[src/rtl/debug_output_monitor.sv]
// Registered debug display: probes the shared bus, register-file read port 2 and
// controller timestep, and drives LEDs and active-low 7-segment digits in four modes
// (live bus, register peek, register scan, last-result freeze). Also stretches DONE.
module debug_output_monitor #(
    parameter int unsigned DATA_W    = 10,
    parameter int unsigned TIME_W    = 2,
    parameter int unsigned NUM_REGS  = 8,
    parameter int unsigned DWELL     = 50_000_000,
    parameter int unsigned DONE_HOLD = 25_000_000,
    localparam int unsigned NUM_DIGITS = (DATA_W + 3) / 4,
    localparam int unsigned ADDR_W     = (NUM_REGS > 1) ? $clog2(NUM_REGS) : 1,
    localparam int unsigned DHEX_W     = 7 * NUM_DIGITS
) (
    input  logic              clk_i,
    input  logic              rst_i,
    input  logic [DATA_W-1:0] bus_i,
    input  logic [DATA_W-1:0] reg_i,
    input  logic [TIME_W-1:0] time_i,
    input  logic              done_i,
    input  logic [1:0]        mode_i,
    input  logic [ADDR_W-1:0] peek_addr_i,
    output logic [ADDR_W-1:0] rd_addr_o,
    output logic [DATA_W-1:0] led_b_o,
    output logic              led_d_o,
    output logic [DHEX_W-1:0] dhex_o,
    output logic [6:0]        ahex_o,
    output logic [6:0]        thex_o
);

    localparam int unsigned PAD_W   = 4 * NUM_DIGITS;
    localparam int unsigned DWELL_W = (DWELL > 1) ? $clog2(DWELL) : 1;
    localparam int unsigned HOLD_W  = (DONE_HOLD > 0) ? $clog2(DONE_HOLD + 1) : 1;

    localparam logic [6:0] SEG_BLANK = 7'h7F;

    localparam logic [1:0] MODE_BUS    = 2'd0;
    localparam logic [1:0] MODE_PEEK   = 2'd1;
    localparam logic [1:0] MODE_SCAN   = 2'd2;
    localparam logic [1:0] MODE_FREEZE = 2'd3;

    // Active-low segment pattern for one nibble, bit0 = a .. bit6 = g.
    function automatic logic [6:0] seg7(input logic [3:0] nib);
        logic [6:0] s;
        case (nib)
            4'h0:    s = 7'h40;
            4'h1:    s = 7'h79;
            4'h2:    s = 7'h24;
            4'h3:    s = 7'h30;
            4'h4:    s = 7'h19;
            4'h5:    s = 7'h12;
            4'h6:    s = 7'h02;
            4'h7:    s = 7'h78;
            4'h8:    s = 7'h00;
            4'h9:    s = 7'h10;
            4'hA:    s = 7'h08;
            4'hB:    s = 7'h03;
            4'hC:    s = 7'h46;
            4'hD:    s = 7'h21;
            4'hE:    s = 7'h06;
            default: s = 7'h0E;
        endcase
        return s;
    endfunction

    // Whole data word to a row of digits; top digit zero-extended.
    function automatic logic [DHEX_W-1:0] hex_word(input logic [DATA_W-1:0] val);
        logic [PAD_W-1:0]  pad;
        logic [DHEX_W-1:0] segs;
        pad  = PAD_W'(val);
        segs = '0;
        for (int k = 0; k < int'(NUM_DIGITS); k++) begin
            segs[7*k +: 7] = seg7(pad[4*k +: 4]);
        end
        return segs;
    endfunction

    logic [1:0]         mode_q,    mode_d;
    logic [ADDR_W-1:0]  scan_idx_q, scan_idx_d;
    logic [DWELL_W-1:0] dwell_q,   dwell_d;
    logic [HOLD_W-1:0]  hold_q,    hold_d;
    logic [DATA_W-1:0]  cap_q,     cap_d;
    logic               cap_vld_q, cap_vld_d;
    logic [ADDR_W-1:0]  rd_addr_q, rd_addr_d;
    logic [DATA_W-1:0]  led_b_q,   led_b_d;
    logic               led_d_q,   led_d_d;
    logic [DHEX_W-1:0]  dhex_q,    dhex_d;
    logic [6:0]         ahex_q,    ahex_d;
    logic [6:0]         thex_q,    thex_d;

    // Next-state for scan, capture, DONE stretch and all display registers.
    always_comb begin
        mode_d     = mode_i;
        scan_idx_d = scan_idx_q;
        dwell_d    = dwell_q;
        hold_d     = hold_q;
        cap_d      = cap_q;
        cap_vld_d  = cap_vld_q;
        rd_addr_d  = peek_addr_i;
        led_b_d    = bus_i;
        led_d_d    = done_i | (hold_q != '0);
        dhex_d     = {NUM_DIGITS{SEG_BLANK}};
        ahex_d     = SEG_BLANK;
        thex_d     = seg7(4'(time_i));

        // Capture runs in every mode so FREEZE always has the latest result.
        if (done_i) begin
            cap_d     = bus_i;
            cap_vld_d = 1'b1;
        end

        // Retrigger reloads; otherwise count down to zero.
        if (done_i) begin
            hold_d = HOLD_W'(DONE_HOLD);
        end else if (hold_q != '0) begin
            hold_d = hold_q - HOLD_W'(1);
        end

        // Scan restarts from register 0 whenever SCAN is newly entered.
        if (mode_i == MODE_SCAN) begin
            if (mode_q != MODE_SCAN) begin
                scan_idx_d = '0;
                dwell_d    = '0;
            end else if (dwell_q == DWELL_W'(DWELL - 1)) begin
                dwell_d    = '0;
                scan_idx_d = (scan_idx_q == ADDR_W'(NUM_REGS - 1)) ? '0
                                                                   : scan_idx_q + ADDR_W'(1);
            end else begin
                dwell_d = dwell_q + DWELL_W'(1);
            end
        end

        case (mode_i)
            MODE_BUS: begin
                dhex_d = hex_word(bus_i);
            end
            MODE_PEEK: begin
                dhex_d = hex_word(reg_i);
                ahex_d = seg7(4'(peek_addr_i));
            end
            MODE_SCAN: begin
                rd_addr_d = scan_idx_d;
                dhex_d    = hex_word(reg_i);
                ahex_d    = seg7(4'(scan_idx_d));
            end
            MODE_FREEZE: begin
                if (cap_vld_d) begin
                    dhex_d = hex_word(cap_d);
                end
            end
            default: begin
                dhex_d = {NUM_DIGITS{SEG_BLANK}};
            end
        endcase
    end

    // State and output registers with synchronous reset.
    always_ff @(posedge clk_i) begin
        if (rst_i) begin
            mode_q     <= MODE_BUS;
            scan_idx_q <= '0;
            dwell_q    <= '0;
            hold_q     <= '0;
            cap_q      <= '0;
            cap_vld_q  <= 1'b0;
            rd_addr_q  <= '0;
            led_b_q    <= '0;
            led_d_q    <= 1'b0;
            dhex_q     <= {NUM_DIGITS{SEG_BLANK}};
            ahex_q     <= SEG_BLANK;
            thex_q     <= SEG_BLANK;
        end else begin
            mode_q     <= mode_d;
            scan_idx_q <= scan_idx_d;
            dwell_q    <= dwell_d;
            hold_q     <= hold_d;
            cap_q      <= cap_d;
            cap_vld_q  <= cap_vld_d;
            rd_addr_q  <= rd_addr_d;
            led_b_q    <= led_b_d;
            led_d_q    <= led_d_d;
            dhex_q     <= dhex_d;
            ahex_q     <= ahex_d;
            thex_q     <= thex_d;
        end
    end

    assign rd_addr_o = rd_addr_q;
    assign led_b_o   = led_b_q;
    assign led_d_o   = led_d_q;
    assign dhex_o    = dhex_q;
    assign ahex_o    = ahex_q;
    assign thex_o    = thex_q;

endmodule
[config.mk]
export PLATFORM = sky130hd
export DESIGN_NAME = debug_output_monitor
export DESIGN_NICKNAME = d
export VERILOG_FILES = /design/src/rtl/debug_output_monitor.sv
export SDC_FILE = /design/constraint.sdc
export NUM_CORES = 1
export LEC_CHECK = 0
export ABC_AREA = 1
export CAP_MARGIN = 25
export CORE_ASPECT_RATIO = 0.75
export CORE_UTILIZATION = 49
export DETAILED_ROUTE_END_ITERATION = 6
export GPL_TIMING_DRIVEN = 0
export PLACE_DENSITY_LB_ADDON = 0.12
export SLEW_MARGIN = 0
export SYNTH_ARGS = -nofsm -noshare
export SYNTH_HDL_FRONTEND = slang
export SYNTH_SLANG_ARGS = --single-unit
[constraint.sdc]
create_clock -name clk_i -period 2.29 [get_ports clk_i]
set_clock_uncertainty 0.05 [all_clocks]
set_input_delay 0.458 -clock clk_i [delete_from_list [all_inputs] [get_ports clk_i]]
set_output_delay 0.458 -clock clk_i [all_outputs]
set_load 0.005 [all_outputs]
==> results of run 1 <==
[cell usage in the layout, fill, tap and decap left out, drive strengths merged, types with 12 or more instances in the layout]
master	netlist	routed
clkdlybuf4s50	0	72
nor3	13	13
nand2	237	237
or2	12	12
dfxtp	114	114
o21ai	66	66
buf	16	18
clkbuf	14	34
inv	111	111
a21oi	69	69
ha	58	58
o211ai	12	12
nor2	150	150
nand3	75	75
[worst max path at each step]
| stage | startpoint | to | slack, ns |
|---|---|---|---|
| after floorplan | done_i | dhex_o[7] | 0.14 |
| after global placement | bus_i[5] | dhex_o[7] | -0.54 |
| after detailed placement | bus_i[5] | dhex_o[7] | -0.56 |
| after CTS | bus_i[1] | dhex_o[5] | 0.01 |
| after global routing | bus_i[0] | dhex_o[5] | 0.03 |
| final | bus_i[0] | dhex_o[5] | 0.14 |
[timing repair]
| action | 4_1_cts | 5_1_grt |
|---|---|---|
| setup endpoints to repair | 14 | 15 |
| buffers inserted | 0 | 3 |
| pin swaps | 0 | 2 |
| resized for setup | 7 | 24 |
[logic make-up after synthesis]
kind of cell             synth area share [%]
buffers and inverters                   8.435
flip-flops                              33.16
adder cells (fa/ha/maj)                 10.54
AND/OR/NAND/NOR                         31.54
AO/OA/AOI/OAI                           14.03
XOR/XNOR                                2.291
[Yosys cell counts, types with 5 or more instances]
master | n | share of area [%]
xnor2_1 | 9 | 1.1
clkbuf_1 | 13 | 0.71
nand3_1 | 72 | 5.2
or2_2 | 9 | 0.82
nor2_1 | 143 | 7.8
inv_1 | 101 | 5.5
ha_1 | 58 | 11
nand3b_1 | 6 | 0.65
nand2_2 | 7 | 0.64
o21ai_1 | 12 | 0.87
dfxtp_1 | 114 | 33
nor2_2 | 5 | 0.45
xor2_1 | 9 | 1.1
nor3_1 | 12 | 0.87
o211ai_1 | 12 | 1.3
nand4_1 | 9 | 0.82
o21ai_0 | 49 | 3.6
nand2_1 | 227 | 12
inv_2 | 10 | 0.55
a21oi_1 | 68 | 4.9
o21ai_2 | 5 | 0.64
buf_4 | 6 | 0.65
[where the power goes]
group	switching, uW	internal (uW)	leakage [uW]
registers	58.0	2100	0.000943
clock network	944	1780	0.000294
logic	607	432	0.00250
total	1610	4310	0.00374
[worst max-delay path: stages]
cell and delay (ns):
clkdlybuf4s50_1 0.55, inv_2 0.12, o21ai_4 0.20, inv_2 0.10, ha_1 0.21, or2_2 0.29
a21oi_1 0.15, o21ai_0 0.10, o31ai_1 0.09, nand2_1 0.11, nand2_1 0.08
[per-layer routing]
layer	up-vias	GRT usage [%]	part of all wire [%]
met5	-	0	0
met4	0	6.825	1.2
met3	22	5.179	4.7
met2	155	37.84	43
met1	3008	34.58	51
li1	3435	-	-
[flip-flops by register name (all words and copies together) (netlist names), 2 cells and up]
signal / cells
ahex_o: 7
cap_q: 10
dhex_o: 20
dwell_q: 26
hold_q: 25
led_b_o: 10
mode_q: 2
rd_addr_o: 3
scan_idx_q: 3
thex_o: 6
[per-stage QoR]
| step | instances | setup TNS (ns) |
|---|---|---|
| detailed placement | 1253 | -11.26 |
| finish | 1285 | 0 |
| global route | 1285 | 0 |
| CTS | 1282 | 0 |
| global placement | 1253 | -10.47 |
| floorplan | 1004 | 0 |
[final cells by class]
| cell class | count | area, um2 | area share [%] |
|---|---|---|---|
| Clock buffer | 20 | 466.7 | 5.448 |
| Sequential cell | 114 | 2287 | 26.70 |
| Inverter | 111 | 416.7 | 4.864 |
| Clock inverter | 10 | 133.9 | 1.563 |
| Timing Repair Buffer | 77 | 768.2 | 8.969 |
| Tap cell | 175 | 219.0 | 2.556 |
| Multi-Input combinational cell | 749 | 4110 | 47.98 |
| Buffer | 29 | 163.9 | 1.914 |
==> metrics.txt, run 1 <==
run status=finished with violations; failing checks=design-rule violations; total chip power=between 5000 and 6000 uW; # setup viols final=0; Finished Cell Area=between 8000 and 9000 um2; die width=approximately 140 um; Top FF cell, synth=dfxtp_1; Core Region=about 14,000 um2; # IOs=79; sequential area share after synthesis=around a third; pre-CTS setup slack=-0.5602 ns; setup repair after global routing missed its margin=no; max_cap viols=0; fraction of registers with async set/reset=0%; routed len/inst=13.75 um; Warnings, synthesis=0; vias in the first global route=between 5,000 and 6,000; number of synthesized flops with an enable pin=0; Leak Pwr=~0.0037 uW; initial DRC count=approximately 460; Placed Area=just under 8000 um2; clk sink count=around 110; Crit Reg-Reg Endpoint=ahex_o[3]; Tightest Hold Check Type=primary input to register; Starting Density=between 50% and 60%; Worst slew margin=60.00%; Synth cell types=47; Area Growth Syn to Fin=24.45%; total CTS buffers=17; Reg clk slew, reported paths=~0.05 ns; Crit Path Class=primary input to register; share of layout cells above drive strength 1=between 10% and 20%; Fin. Hold Viols=0; first-pass GRT wire length=approximately 29,000 um; final net count=around 1,200; # DRC=4; fillers=around 1,300; Syn Area/Cell=6.855 um2; Setup WS post-layout=0.1358 ns; Root Driver=clkbuf_16; PwrDens=690.8 nW/um2; Syn Nets=about 1,100; register bit total from synthesis=between 100 and 150; worst-path maximum fanout=7; CTS tree=yes; Tcrit/Tclk final=between 90% and 100%; Req. time, crit path=between 2 and 3 ns; Site Rows=37; Hold WS=about 0.36 ns; r2r startpoint=dwell_q[0]; fmax=464.2 MHz; critical path arrival=2.47 ns; Mapped Cells=approximately 1,000; routability cong.=between 0.9 and 1; Setup crit end kind=register; HP Start=done_i; Worst R2R Path Depth=15; Die Y=104.6 um; Max VDD drop=between 500 and 600 uV; drt first pass iters=7; Vias/cell=~5; drt total wl=17,670 um; Slew @ Worst Pin=0.5999 ns; Critical Path Source Type=primary input; Die ar.=around 15,000 um2; largest net degree at the start of global routing=17; Max Buffers Root-to-Sink=2; cts hold-fix bufs=0; hold path depth=3; initial antenna violation count=0; Netlist Area Pre-Place=around 6900 um2; DR vias=6,620; r2r setup slk=~0.17 ns; gr ovfl total=0; HPWL Detailed=between 10,000 and 15,000 um; Slew Viols, Final=0; Final ANT Viol Nets=0; Hold Path End=cap_vld_q; Core Util, Final=a little over three fifths; # diodes=0; H-tree depth=4; fin crit period=around 2.2 ns; port buffer count=74; global-route usage over all layers=around 25%; Clk Latency, worst-skew pair=0.42 ns
Note: power is estimated with default switching activity, not from simulation.
==> run 2: changes to the inputs <==
- SLEW_MARGIN: 0 -> 40
- clock period: 2.29 -> 1.8 ns (I/O delays scaled with it)
==> metrics.txt, run 2 (synthesis gave the netlist of run 1 again) <==
Core Util, Final=64.64% (+2.1 points); global-route usage over all layers=26.14% (+1.6 points); WP buf/inv=2 (-1); critical path's slowest cell=dfxtp_4; Max Buffers Root-to-Sink=2 (unchanged); H-tree depth=4 (unchanged); largest net degree at the start of global routing=17 (unchanged); Tightest Hold Check Type=primary input to register; PwrDens=811.4 nW/um2 (+17%); crit path cell chain=ha_4, nand3_4, inv_2, nand2_2, nor2_4, nand2_2, nand2_2, nand3_2, nand2_2, nand2_4, buf_6, ha_2, nand3b_1, nand2_1, nand2_1; port buffer count=74 (unchanged); CP peak stage delay=0.36 ns (-0.19 ns); total CTS buffers=17 (unchanged); setup repair after global routing missed its margin=yes; critical path arrival=2.32 ns (-0.15 ns); final net count=1,209 (+1.9%); Final ANT Viol Nets=0 (unchanged); Fin. Hold Viols=0 (unchanged); drt total wl=18,610 um (+5.4%); drt first pass iters=7 (unchanged); # setup viols final=25 (+25); gr ovfl total=0 (unchanged); Crit Path Class=register to register; Core Region=13,700 um2 (unchanged); Tcrit/Tclk final=114.1%; run status=finished with violations; most used cell, CP=nand2_2; Worst slew margin=58.14% (-1.9 points); # DRC=8 (+4); cts hold-fix bufs=0 (unchanged); Placed Area=7968 um2 (+1.6%); Clk Latency, worst-skew pair=0.42 ns (about the same); Setup crit end kind=register; initial DRC count=564 (+22%); Critical Path Source Type=register; initial antenna violation count=0 (unchanged); fmax=about 490 MHz; first-pass GRT wire length=30,190 um (+5.5%); Leak Pwr=0.003832 uW (+2.5%); Site Rows=37 (unchanged); Slew Viols, Final=0 (unchanged); Die Y=104.6 um (unchanged); commonest non-fill, non-tap cell in the layout=nand2_1; Reg clk slew, reported paths=0.05 ns (about the same); Starting Density=50.23% (unchanged); Area Growth Syn to Fin=28.69%; Slew @ Worst Pin=0.6279 ns (+0.02800 ns); failing checks=design-rule violations, negative setup slack; share of layout cells above drive strength 1=16.89% (+6.9 points); Setup WS post-layout=-0.2546 ns (-0.3904 ns); clk sink count=114 (unchanged); CP delay by family, top=simple AND/OR/NAND/NOR gates; worst-path maximum fanout=3 (-4); CTS tree=yes; Die ar.=14,530 um2 (unchanged); Max VDD drop=654.6 uV (+25%); Root Driver=clkbuf_16; die width=138.9 um (unchanged); commonest cells after routing, fill and taps aside=nand2_1, nor2_1, dfxtp_1, inv_1; vias in the first global route=6,224 (+5.1%); routed len/inst=14.25 um (+3.7%); HPWL Detailed=13,320 um (+2.0%); largest reg by FF count=dwell_q; max FFs per register=26 (unchanged); # IOs=79 (unchanged); fin crit period=between 2 and 2.5 ns; Vias/cell=5.223 (+1.4%); DR vias=6,821 (+3.0%); Finished Cell Area=8857 um2 (+3.4%); routability cong.=0.9310 (+0.94%); max_cap viols=0 (unchanged); # diodes=0 (unchanged); Req. time, crit path=2.06 ns (-0.54 ns)
[run 2: report_power, final]
| group | internal, uW | leakage (uW) | switching (uW) |
|---|---|---|---|
| combinational | 607 | 0.00264 | 819 |
| sequential | 2670 | 0.000947 | 78.0 |
| clock | 1870 | 0.000247 | 1140 |
| total | 5160 | 0.00383 | 2030 |
[run 2: per-layer routing]
metal  vias up  global-route usage [%]  wire (um)
met5         -                       0          0
met4         0                   6.508        265
met3        22                   6.874       1209
met2       228                   39.57       7965
met1      3081                   36.71       9173
li1       3490                       -          -
[run 2: final timing paths]
path / from / endpoint / slack [ns] / depth (start not counted)
worst max-delay path: dwell_q[0] / ahex_o[0] / -0.25 / 15
worst min-delay path: done_i / cap_vld_q / 0.22 / 3
worst max register to register: dwell_q[0] / ahex_o[0] / -0.25 / 15
worst min register to register: hold_q[1] / hold_q[1] / 0.44 / 2
[run 2: area by class of cell]
| class | count | area [um2] |
|---|---|---|
| tap | 175 | 219.0 |
| fill | 1199 | 4846 |
| sequential | 114 | 2301 |
| clock inverter | 4 | 27.53 |
| clock buffer | 25 | 495.5 |
| multi-input combinational | 749 | 4264 |
| buffer | 29 | 197.7 |
| inverter | 111 | 427.9 |
| timing repair buffer | 99 | 924.6 |
[run 2: timing repair]
action | CTS | global route
setup endpoints to repair | 67 | 71
setup buffers | 14 | 11
pin swaps | 13 | 8
cloned | 0 | 0
resized for setup | 51 | 46
[run 2: through the flow]
stage          instances  power [uW]  TNS [ns]  hold WS [ns]  worst slack, ns
3_3_place_gp        1253        4100    -46.89        0.4169          -0.8902
3_5_place_dp        1253        4110    -48.11        0.4261          -0.8749
4_1_cts             1296        7143    -1.442        0.2022          -0.1632
6_report            1306        7187    -3.955        0.2181          -0.2546
2_1_floorplan       1004        3633   -0.1385        0.3377         -0.07420
5_1_grt             1306        7529    -6.738        0.2194          -0.3264
[run 2: tightest hold or removal path, cell delays in order]
cell,delay (ns)
buf_8,0.11
nor2_1,0.08
nor2_1,0.09
==> run 3: changes to the inputs <==
- PLACE_DENSITY_LB_ADDON: 0.12 -> 0.2
==> metrics.txt, run 3 (synthesis gave the netlist of run 1 again) <==
Tcrit/Tclk final=112.6% (-1.5 points); Worst R2R Path Depth=15 (unchanged); Setup TNS Final=-1.380 ns (+2.574 ns); Most Used Layer, Global Route=met2; clk sink count=114 (unchanged); run status=finished with violations; largest net degree at the start of global routing=17 (unchanged); routability cong.=0.9249 (-0.66%); Levels on crit path=15 (unchanged); total CTS buffers=17 (unchanged); Site Rows=37 (unchanged); Die Y=104.6 um (unchanged); Pint=5576 uW (+8.2%); CTS tree=yes; Leak Pwr=0.003924 uW (+2.4%); routed len/inst=14.29 um (+0.28%); share of layout cells above drive strength 1=17.43% (+0.54 points); die width=138.9 um (unchanged); # IOs=79 (unchanged); max FFs per register=26 (unchanged); Core Region=13,700 um2 (unchanged); max_cap viols=0 (unchanged); Req. time, crit path=2.06 ns (about the same); port buffer count=74 (unchanged); HP Start=done_i; Reg clk slew, reported paths=0.05 ns (about the same); DR vias=6,949 (+1.9%); PwrDens=848.4 nW/um2 (+4.6%); Starting Density=50.23% (unchanged); Final ANT Viol Nets=0 (unchanged); # DRC=10 (+2); fin crit period=2.028 ns (-0.02689 ns); drt total wl=18,740 um (+0.67%); # diodes=0 (unchanged); Combinational Power Share=18.9% (-0.9 points); Tightest Hold Check Type=primary input to register; Slew Viols, Final=0 (unchanged); Clock Power Share=45.2% (+3.3 points); r2r startpoint=dwell_q[0]; initial DRC count=472 (-16%); Setup crit end kind=register; Sequential Power Share=35.9% (-2.4 points); largest reg by FF count=dwell_q; Root Driver=clkbuf_16; global-route usage over all layers=26.21% (+0.072 points); H-tree depth=4 (unchanged); Worst slew margin=59.31% (+1.2 points); vias in the first global route=6,357 (+2.1%); GR met1 Demand/Resource=35.46% (-1.3 points); # setup viols final=19 (-24%); Critical Path Source Type=register; grt met3 use=6.554% (-0.32 points); Finished Layout Cells=1,311 (+0.38%); worst-path maximum fanout=3 (unchanged); cts hold-fix bufs=0 (unchanged); Fin. Hold Viols=0 (unchanged); Critical path origin=dwell_q[0]; crit path cell chain=ha_4, nand3_4, inv_2, nand2_2, nor2_4, nand2_2, nand2_2, nand3_2, o21ai_4, inv_2, ha_4, inv_2, nand3_2, nand2_2, nand2_1; initial antenna violation count=0 (unchanged); Die ar.=14,530 um2 (unchanged); Crit Path Class=register to register; Max Buffers Root-to-Sink=2 (unchanged); WP buf/inv=3 (+1); CP delay by family, top=simple AND/OR/NAND/NOR gates; Area Growth Syn to Fin=31.27%; critical path's slowest cell=dfxtp_4; Slew @ Worst Pin=0.6104 ns (-0.01753 ns); CP peak stage delay=0.36 ns (about the same); total chip power=7665 uW (+6.7%); Max VDD drop=648.1 uV (-0.99%); fillers=1,191 (-0.67%); HPWL Detailed=13,380 um (+0.43%); most used cell, CP=nand2_2; first-pass GRT wire length=30,220 um (about the same); P_sw=2089 uW (+2.8%); met2 Usage GRT=40.87% (+1.3 points); Clk Latency, worst-skew pair=0.42 ns (about the same); commonest cells after routing, fill and taps aside=nand2_1, nor2_1, dfxtp_1, inv_1, clkdlybuf4s50_1; commonest non-fill, non-tap cell in the layout=nand2_1; final net count=1,211 (+0.17%); drt first pass iters=7 (unchanged); DP Cell Count=1,253 (unchanged); Sw Ratio=27.26% (-1.0 points); Setup WS post-layout=-0.2277 ns (+0.02689 ns); critical path arrival=2.29 ns (-0.03 ns); setup repair after global routing missed its margin=yes; fmax=493.2 MHz (+1.3%); failing checks=design-rule violations, negative setup slack; Vias/cell=5.301 (+1.5%); gr ovfl total=0 (unchanged); hold path depth=3 (unchanged)
## run 3: cell type report
cell class	count	area [um2]	share of cell area [%]
Buffer	29	192.7	2.133
Clock buffer	23	478.0	5.290
Clock inverter	9	128.9	1.426
Inverter	111	430.4	4.764
Multi-Input combinational cell	749	4307	47.67
Sequential cell	114	2297	25.43
Tap cell	175	219.0	2.423
Timing Repair Buffer	101	982.2	10.87
## run 3: worst min-delay path, stage by stage
cell and delay [ns]:
buf_8 0.11, nor2_1 0.08, nor2_1 0.08
## run 3: worst paths after layout
path                  to  slack [ns]
min reg2reg  dwell_q[13]        0.43
min            cap_vld_q        0.21
max reg2reg    ahex_o[3]       -0.23
max            ahex_o[3]       -0.23
## run 3: metrics by stage
| step | cell area [um2] | util [%] | hold slack [ns] | setup slack [ns] |
|---|---|---|---|---|
| after floorplan | 7008 | - | 0.3377 | -0.07420 |
| after global placement | 7968 | 58.14 | 0.4165 | -0.9017 |
| after detailed placement | 7968 | 58.14 | 0.4189 | -0.9265 |
| after CTS | 8830 | 64.44 | 0.1821 | -0.1485 |
| after global routing | 9035 | 65.93 | 0.2215 | -0.3364 |
| final | 9035 | 65.93 | 0.2054 | -0.2277 |
## run 3: power groups by stage
| stage | Clock (uW) | Combinational [uW] | Sequential [uW] |
|---|---|---|---|
| after detailed placement | 0 | 1310 | 2800 |
| after global routing | 3640 | 1610 | 2770 |
| final | 3460 | 1450 | 2760 |
| after global placement | 0 | 1300 | 2800 |
| after CTS | 3510 | 1370 | 2750 |
| after floorplan | 0 | 835 | 2800 |
## run 3: what timing repair did
action | 4_1_cts | 5_1_grt
pin swaps | 13 | 13
setup endpoints to repair | 45 | 90
buffers inserted | 16 | 10
resized for setup | 47 | 49
cloned | 0 | 1
## run 3: routing by layer
metal / share of wire, % / wire [um] / up-vias
met1: 48 / 9063 / 3197
met2: 44 / 8184 / 234
met3: 6.5 / 1217 / 24
met5: 0 / 0 / -
li1: - / - / 3494
met4: 1.5 / 272 / 0
==> edit 1: new RTL, settings of run 3 <==
Take the reset off `hold_q` and load it in a clocked block of its own.
--- a/src/rtl/debug_output_monitor.sv
+++ b/src/rtl/debug_output_monitor.sv
@@ -159,7 +159,6 @@
             mode_q     <= MODE_BUS;
             scan_idx_q <= '0;
             dwell_q    <= '0;
-            hold_q     <= '0;
             cap_q      <= '0;
             cap_vld_q  <= 1'b0;
             rd_addr_q  <= '0;
@@ -172,7 +171,6 @@
             mode_q     <= mode_d;
             scan_idx_q <= scan_idx_d;
             dwell_q    <= dwell_d;
-            hold_q     <= hold_d;
             cap_q      <= cap_d;
             cap_vld_q  <= cap_vld_d;
             rd_addr_q  <= rd_addr_d;
@@ -184,6 +182,10 @@
         end
     end
 
+    always_ff @(posedge clk_i) begin
+        hold_q <= hold_d;
+    end
+
     assign rd_addr_o = rd_addr_q;
     assign led_b_o   = led_b_q;
     assign led_d_o   = led_d_q;
Check against the original RTL: not equivalent (a bounded check fails within 4 cycles, from zero or initial values and one cycle with rst_i high).
==> edit 1 against run 3 <==
The run ends with negative setup slack left; area after synthesis is 1.5% lower; final area is 1.9% higher; routed wire length is 5.2% higher; total power is 4.8% lower; sequential cell count stayed put; global-route usage is 1.1 points higher; synthesized cell count is 4.8% lower; setup slack worse by 0.086 ns; sequential power hardly changed; hold slack better by 0.12 ns; largest power group unchanged.
==> edit 1: results (changes against run 3) <==
Status
  • Run status: finished, violations left
  • Violated checks: negative setup slack

Clocking
  • Count of instances resized after the clock tree is built: 78 (+66%)

Cells and area
  • Area used by multi-input combinational logic: 4340 µm² (+0.78%)
  • Layout cells sized above 1: 0.224 (+0.0495)
  • Inverters, non-clock: 117 (+5.4%)
  • Clock buffer count in the final layout: 24 (+4.3%)
  • Sequential cell area: 2310 µm² (+0.55%)
  • Post-Layout Inst Area: 9210 µm² (+1.9%)
  • #MultiIn Comb: 701 (-6.4%)
  • Relative area of non-clock buffer cells in the final design: 0.145 (+0.0146)
  • Clock-cell share of area: 0.0602 (-0.00695)

Placement
  • GP Congestion: 0.955 (+3.2%)
  • Dpl cells: 1202 (-4.1%)
  • Setup slack at placement: -1.03 ns (-0.101 ns)
  • Placed wire-length estimate after detailed placement: 13.0 mm (-2.8%)
  • Cell Area, Placed: 7790 µm² (-2.2%)

Power and ir drop
  • Power attributed to combinational cells: 0.00134 W (-8%)
  • Cell internal power dissipation: 0.00530 W (-4.9%)
  • Proportion of power drawn by the clock network: 0.438 (-0.014)
  • Maximum ir drop on the vdd rail: 0.722 mV (+11%)
  • Cell Pwr Density: 793 nW/µm² (-6.5%)

Global routing
  • Met1 routing resource usage after global routing: 0.377 (+0.0228)
  • Via count of the first global-routing pass: 6310 (-0.74%)
  • Global-route wire length before repair: 30.6 mm (+1.2%)
  • Met3 routing resource usage after global routing: 0.0529 (-0.0127)
  • M2 GR Usage: 0.408 (-0.000977)

Detailed routing
  • DR iter-0 viols: 583 (+24%)
  • DR pass1 iterations: 6 (-1)
  • Count of vias placed by the detailed router: 6916 (-0.47%)
  • DRT met1 WL: 9.09 mm (+0.32%)
  • Routed wl met2: 8.73 mm (+6.7%)
  • Routed wire per std cell: 15.4 µm (+7.9%)
  • Total detailed-routing wirelength: 19.7 mm (+5.2%)

Synth
  • Main area contributors after synthesis: sky130_fd_sc_hd__dfxtp_1 34%, sky130_fd_sc_hd__nand2_1 11%, sky130_fd_sc_hd__ha_1 11%
  • Most frequent cells after synthesis: 200 x sky130_fd_sc_hd__nand2_1, 120 x sky130_fd_sc_hd__nor2_1, 114 x sky130_fd_sc_hd__dfxtp_1
  • Post-Synth XOR/XNOR Area: 0.0246 (+0.00165)
  • Compound-cell area share of the yosys netlist: 0.139 (-0.00112)
  • Unique cell type count in the Yosys netlist: 53 (+13%)
  • Net count after synthesis: 1043 (-4.5%)
  • Cell count after synthesis: 956 (-4.8%)

Timing
  • Final setup slack of the worst path: -0.314 ns (-0.0864 ns)
  • Final Hold Slack: 0.327 ns (+0.122 ns)
  • Final setup violating endpoints: 35 (+16)

Worst setup path
  • Max FO, Critical Path: 6 (+3)

Min path
  • Worst hold path endpoint: dhex_o[9]
  • Worst Min Path Start: bus_i[6]
## edit 1: changes by cell type after synthesis, moves of 4 or more
cell / run 3 / this run
sky130_fd_sc_hd__nand3_1: 72 / 59
sky130_fd_sc_hd__or2_2: 9 / 4
sky130_fd_sc_hd__nand3b_1: 6 / 1
sky130_fd_sc_hd__nand2_1: 227 / 200
sky130_fd_sc_hd__nor3_1: 12 / 22
sky130_fd_sc_hd__a21oi_1: 68 / 63
sky130_fd_sc_hd__nor2_2: 5 / 10
sky130_fd_sc_hd__nor2_1: 143 / 120
sky130_fd_sc_hd__nand2_2: 7 / 11
sky130_fd_sc_hd__nor3_2: 1 / 5
## edit 1: cells by family (layout without fill, tap and decap cells)
logic type,Yosys count,count (layout)
AND/OR/NAND/NOR,462,463
AO/OA/AOI/OAI,162,162
buffers and inverters,142,293
flip-flops,114,114
adder cells (fa/ha/maj),57,57
XOR/XNOR,19,19
==> edit 2: new RTL, config.mk and constraints of run 3 <==
Made on the original files. The parameter `NUM_REGS` goes from 8 to 4.
--- a/src/rtl/debug_output_monitor.sv
+++ b/src/rtl/debug_output_monitor.sv
@@ -4,7 +4,7 @@
 module debug_output_monitor #(
     parameter int unsigned DATA_W    = 10,
     parameter int unsigned TIME_W    = 2,
-    parameter int unsigned NUM_REGS  = 8,
+    parameter int unsigned NUM_REGS  = 4,
     parameter int unsigned DWELL     = 50_000_000,
     parameter int unsigned DONE_HOLD = 25_000_000,
     localparam int unsigned NUM_DIGITS = (DATA_W + 3) / 4,
Interface: changed (resized peek_addr_i and rd_addr_o); port bits go from 79 to 77. The function was not compared with the original's and may differ.
==> edit 2 against run 3 <==
Hold slack improved by 0.13 ns; non-clock buffer count fell by 12; setup slack improved by 0.31 ns; routed wire length fell by 8.2%; final area fell by 9.4%; sequential cell count fell by 3; critical endpoint is now dhex_o[3]; critical path type is now in2reg; total power fell by 20%; fmax rose by 18%; area after synthesis fell by 3.0%.
==> edit 2: results (changes against run 3) <==
Clocking
  • Clock buffer count from CTS: 9 (-8)
  • Clock latency on the worst-skew pair: 0.35 ns (-0.07 ns)
  • Clock edge transition at the registers on the reported setup and hold paths: 0.07 ns (+0.02 ns)
  • Max clock buf depth: 2 (unchanged)
  • Clk Tree Root Cell: sky130_fd_sc_hd__clkbuf_16
  • Clock H-tree levels: 3 (-1)

Timing
  • Tightest Pin Transition: 0.666 ns (+0.0551 ns)

Detailed routing
  • Count of vias placed by the detailed router: 6582 (-5.3%)
  • Total detailed-routing wirelength: 17.2 mm (-8.2%)
  • Routed wire per std cell: 13.7 µm (-4.0%)
  • DR pass1 iterations: 5 (-2)
  • DR iter-0 viols: 554 (+17%)

Cells and area
  • Top reg by flops: dwell_q
  • Number of flip-flops in the largest register: 26 (unchanged)
  • Layout cells sized above 1: 0.130 (-0.0440)
  • Number of antenna diodes: 0 (unchanged)

Synth
  • Number of synthesis warnings: 0 (unchanged)
  • Unique cell type count in the Yosys netlist: 46 (-2.1%)
  • Net count after synthesis: 1054 (-3.5%)
  • Share of the yosys chip area belonging to registers: 0.333 (+0.00126)
  • Most frequent cells after synthesis: 216 x sky130_fd_sc_hd__nand2_1, 145 x sky130_fd_sc_hd__nor2_1, 111 x sky130_fd_sc_hd__dfxtp_1
  • Main area contributors after synthesis: sky130_fd_sc_hd__dfxtp_1 33%, sky130_fd_sc_hd__nand2_1 12%, sky130_fd_sc_hd__ha_1 8.6%
  • Cell count after synthesis: 979 (-2.5%)
  • FFs w/ async S/R, synth: 0 (unchanged)

Placement
  • GP Congestion: 0.919 (-0.65%)
  • Dpl cells: 1222 (-2.5%)
  • Cell Area, Placed: 7620 µm² (-4.4%)
  • Count of buffers from port buffering: 72 (-2.7%)
  • Setup slack at placement: -0.847 ns (+0.0798 ns)
  • Placed wire-length estimate after detailed placement: 12.8 mm (-4.0%)

Min path
  • Worst min-delay path class: in2reg

Global routing
  • Overall routing resource usage: 0.250 (-0.0124)
  • Pin count of the biggest net entering global routing: 19 (+2)
  • Via count of the first global-routing pass: 5672 (-11%)
  • Global-route wire length before repair: 27.6 mm (-8.6%)

Worst setup path
  • Max FO, Critical Path: 10 (+7)
  • Stage delay of the slowest cell on the critical path: 0.57 ns (+0.21 ns)
  • Required time at the endpoint of the critical path: 1.99 ns (-0.07 ns)
  • Slowest library cell on the worst path: sky130_fd_sc_hd__clkdlybuf4s50_1

Power and ir drop
  • Maximum ir drop on the vdd rail: 0.536 mV (-17%)
  • P_leak: 3.54 nW (-9.8%)

Status
  • Run status: completed
## edit 2: worst paths after layout
kind,start,end,slack (ns),cells after the start
worst min register to register,hold_q[1],hold_q[1],0.43,2
worst max-delay path,rst_i,dhex_o[3],0.09,6
worst min-delay path,bus_i[3],dhex_o[4],0.34,3
worst max register to register,dwell_q[1],dwell_q[25],0.10,11
## edit 2: what timing repair did
action                     4_1_cts  5_1_grt
buffers inserted                 7        8
resized for setup               45       23
setup endpoints to repair       75       54
pin swaps                        4        5
## edit 2: layout make-up
class / instances / area (µm²)
buffer: 31 / 188
fill: 1194 / 4960
tap: 171 / 214
sequential: 111 / 2220
clock inverter: 7 / 95.1
timing repair buffer: 87 / 826
clock buffer: 9 / 225
multi-input combinational: 730 / 4010
inverter: 107 / 402
## edit 2: logic make-up (layout without fill, tap and decap cells)
kind of cell,after synthesis,after routing,share of synthesized area
AO/OA/AOI/OAI,163,163,0.139
XOR/XNOR,14,14,0.0184
adder cells (fa/ha/maj),46,46,0.0862
buffers and inverters,138,241,0.0851
flip-flops,111,111,0.333
AND/OR/NAND/NOR,507,507,0.338
## edit 2: report_power, final
part	internal, W	leakage [nW]	switching, W	total, W
clock	0.00123	0.156	0.000936	0.00216
sequential	0.00259	0.918	0.0000784	0.00267
combinational	0.000553	2.46	0.000772	0.00132
## edit 2: critical path: cells and delay by family
kind / cells / cell delay, ns
buffers and inverters: 3 / 1.18
AOI/OAI and AO/OA: 2 / 0.30
and+or+nand+nor: 1 / 0.07
## edit 2: through the flow
stage | power [W] | hold slack (ns)
global placement | 0.00394 | 0.416
detailed placement | 0.00395 | 0.422
global route | 0.00645 | 0.338
floorplan | 0.00349 | 0.338
finish | 0.00616 | 0.336
CTS | 0.00614 | 0.327
## edit 2: routing by layer
layer,vias up,GRT usage,wire [µm]
met5,-,0,0
met4,0,0.0668,229
met3,24,0.0467,1250
met2,261,0.376,7190
met1,2928,0.364,8530
li1,3369,-,-
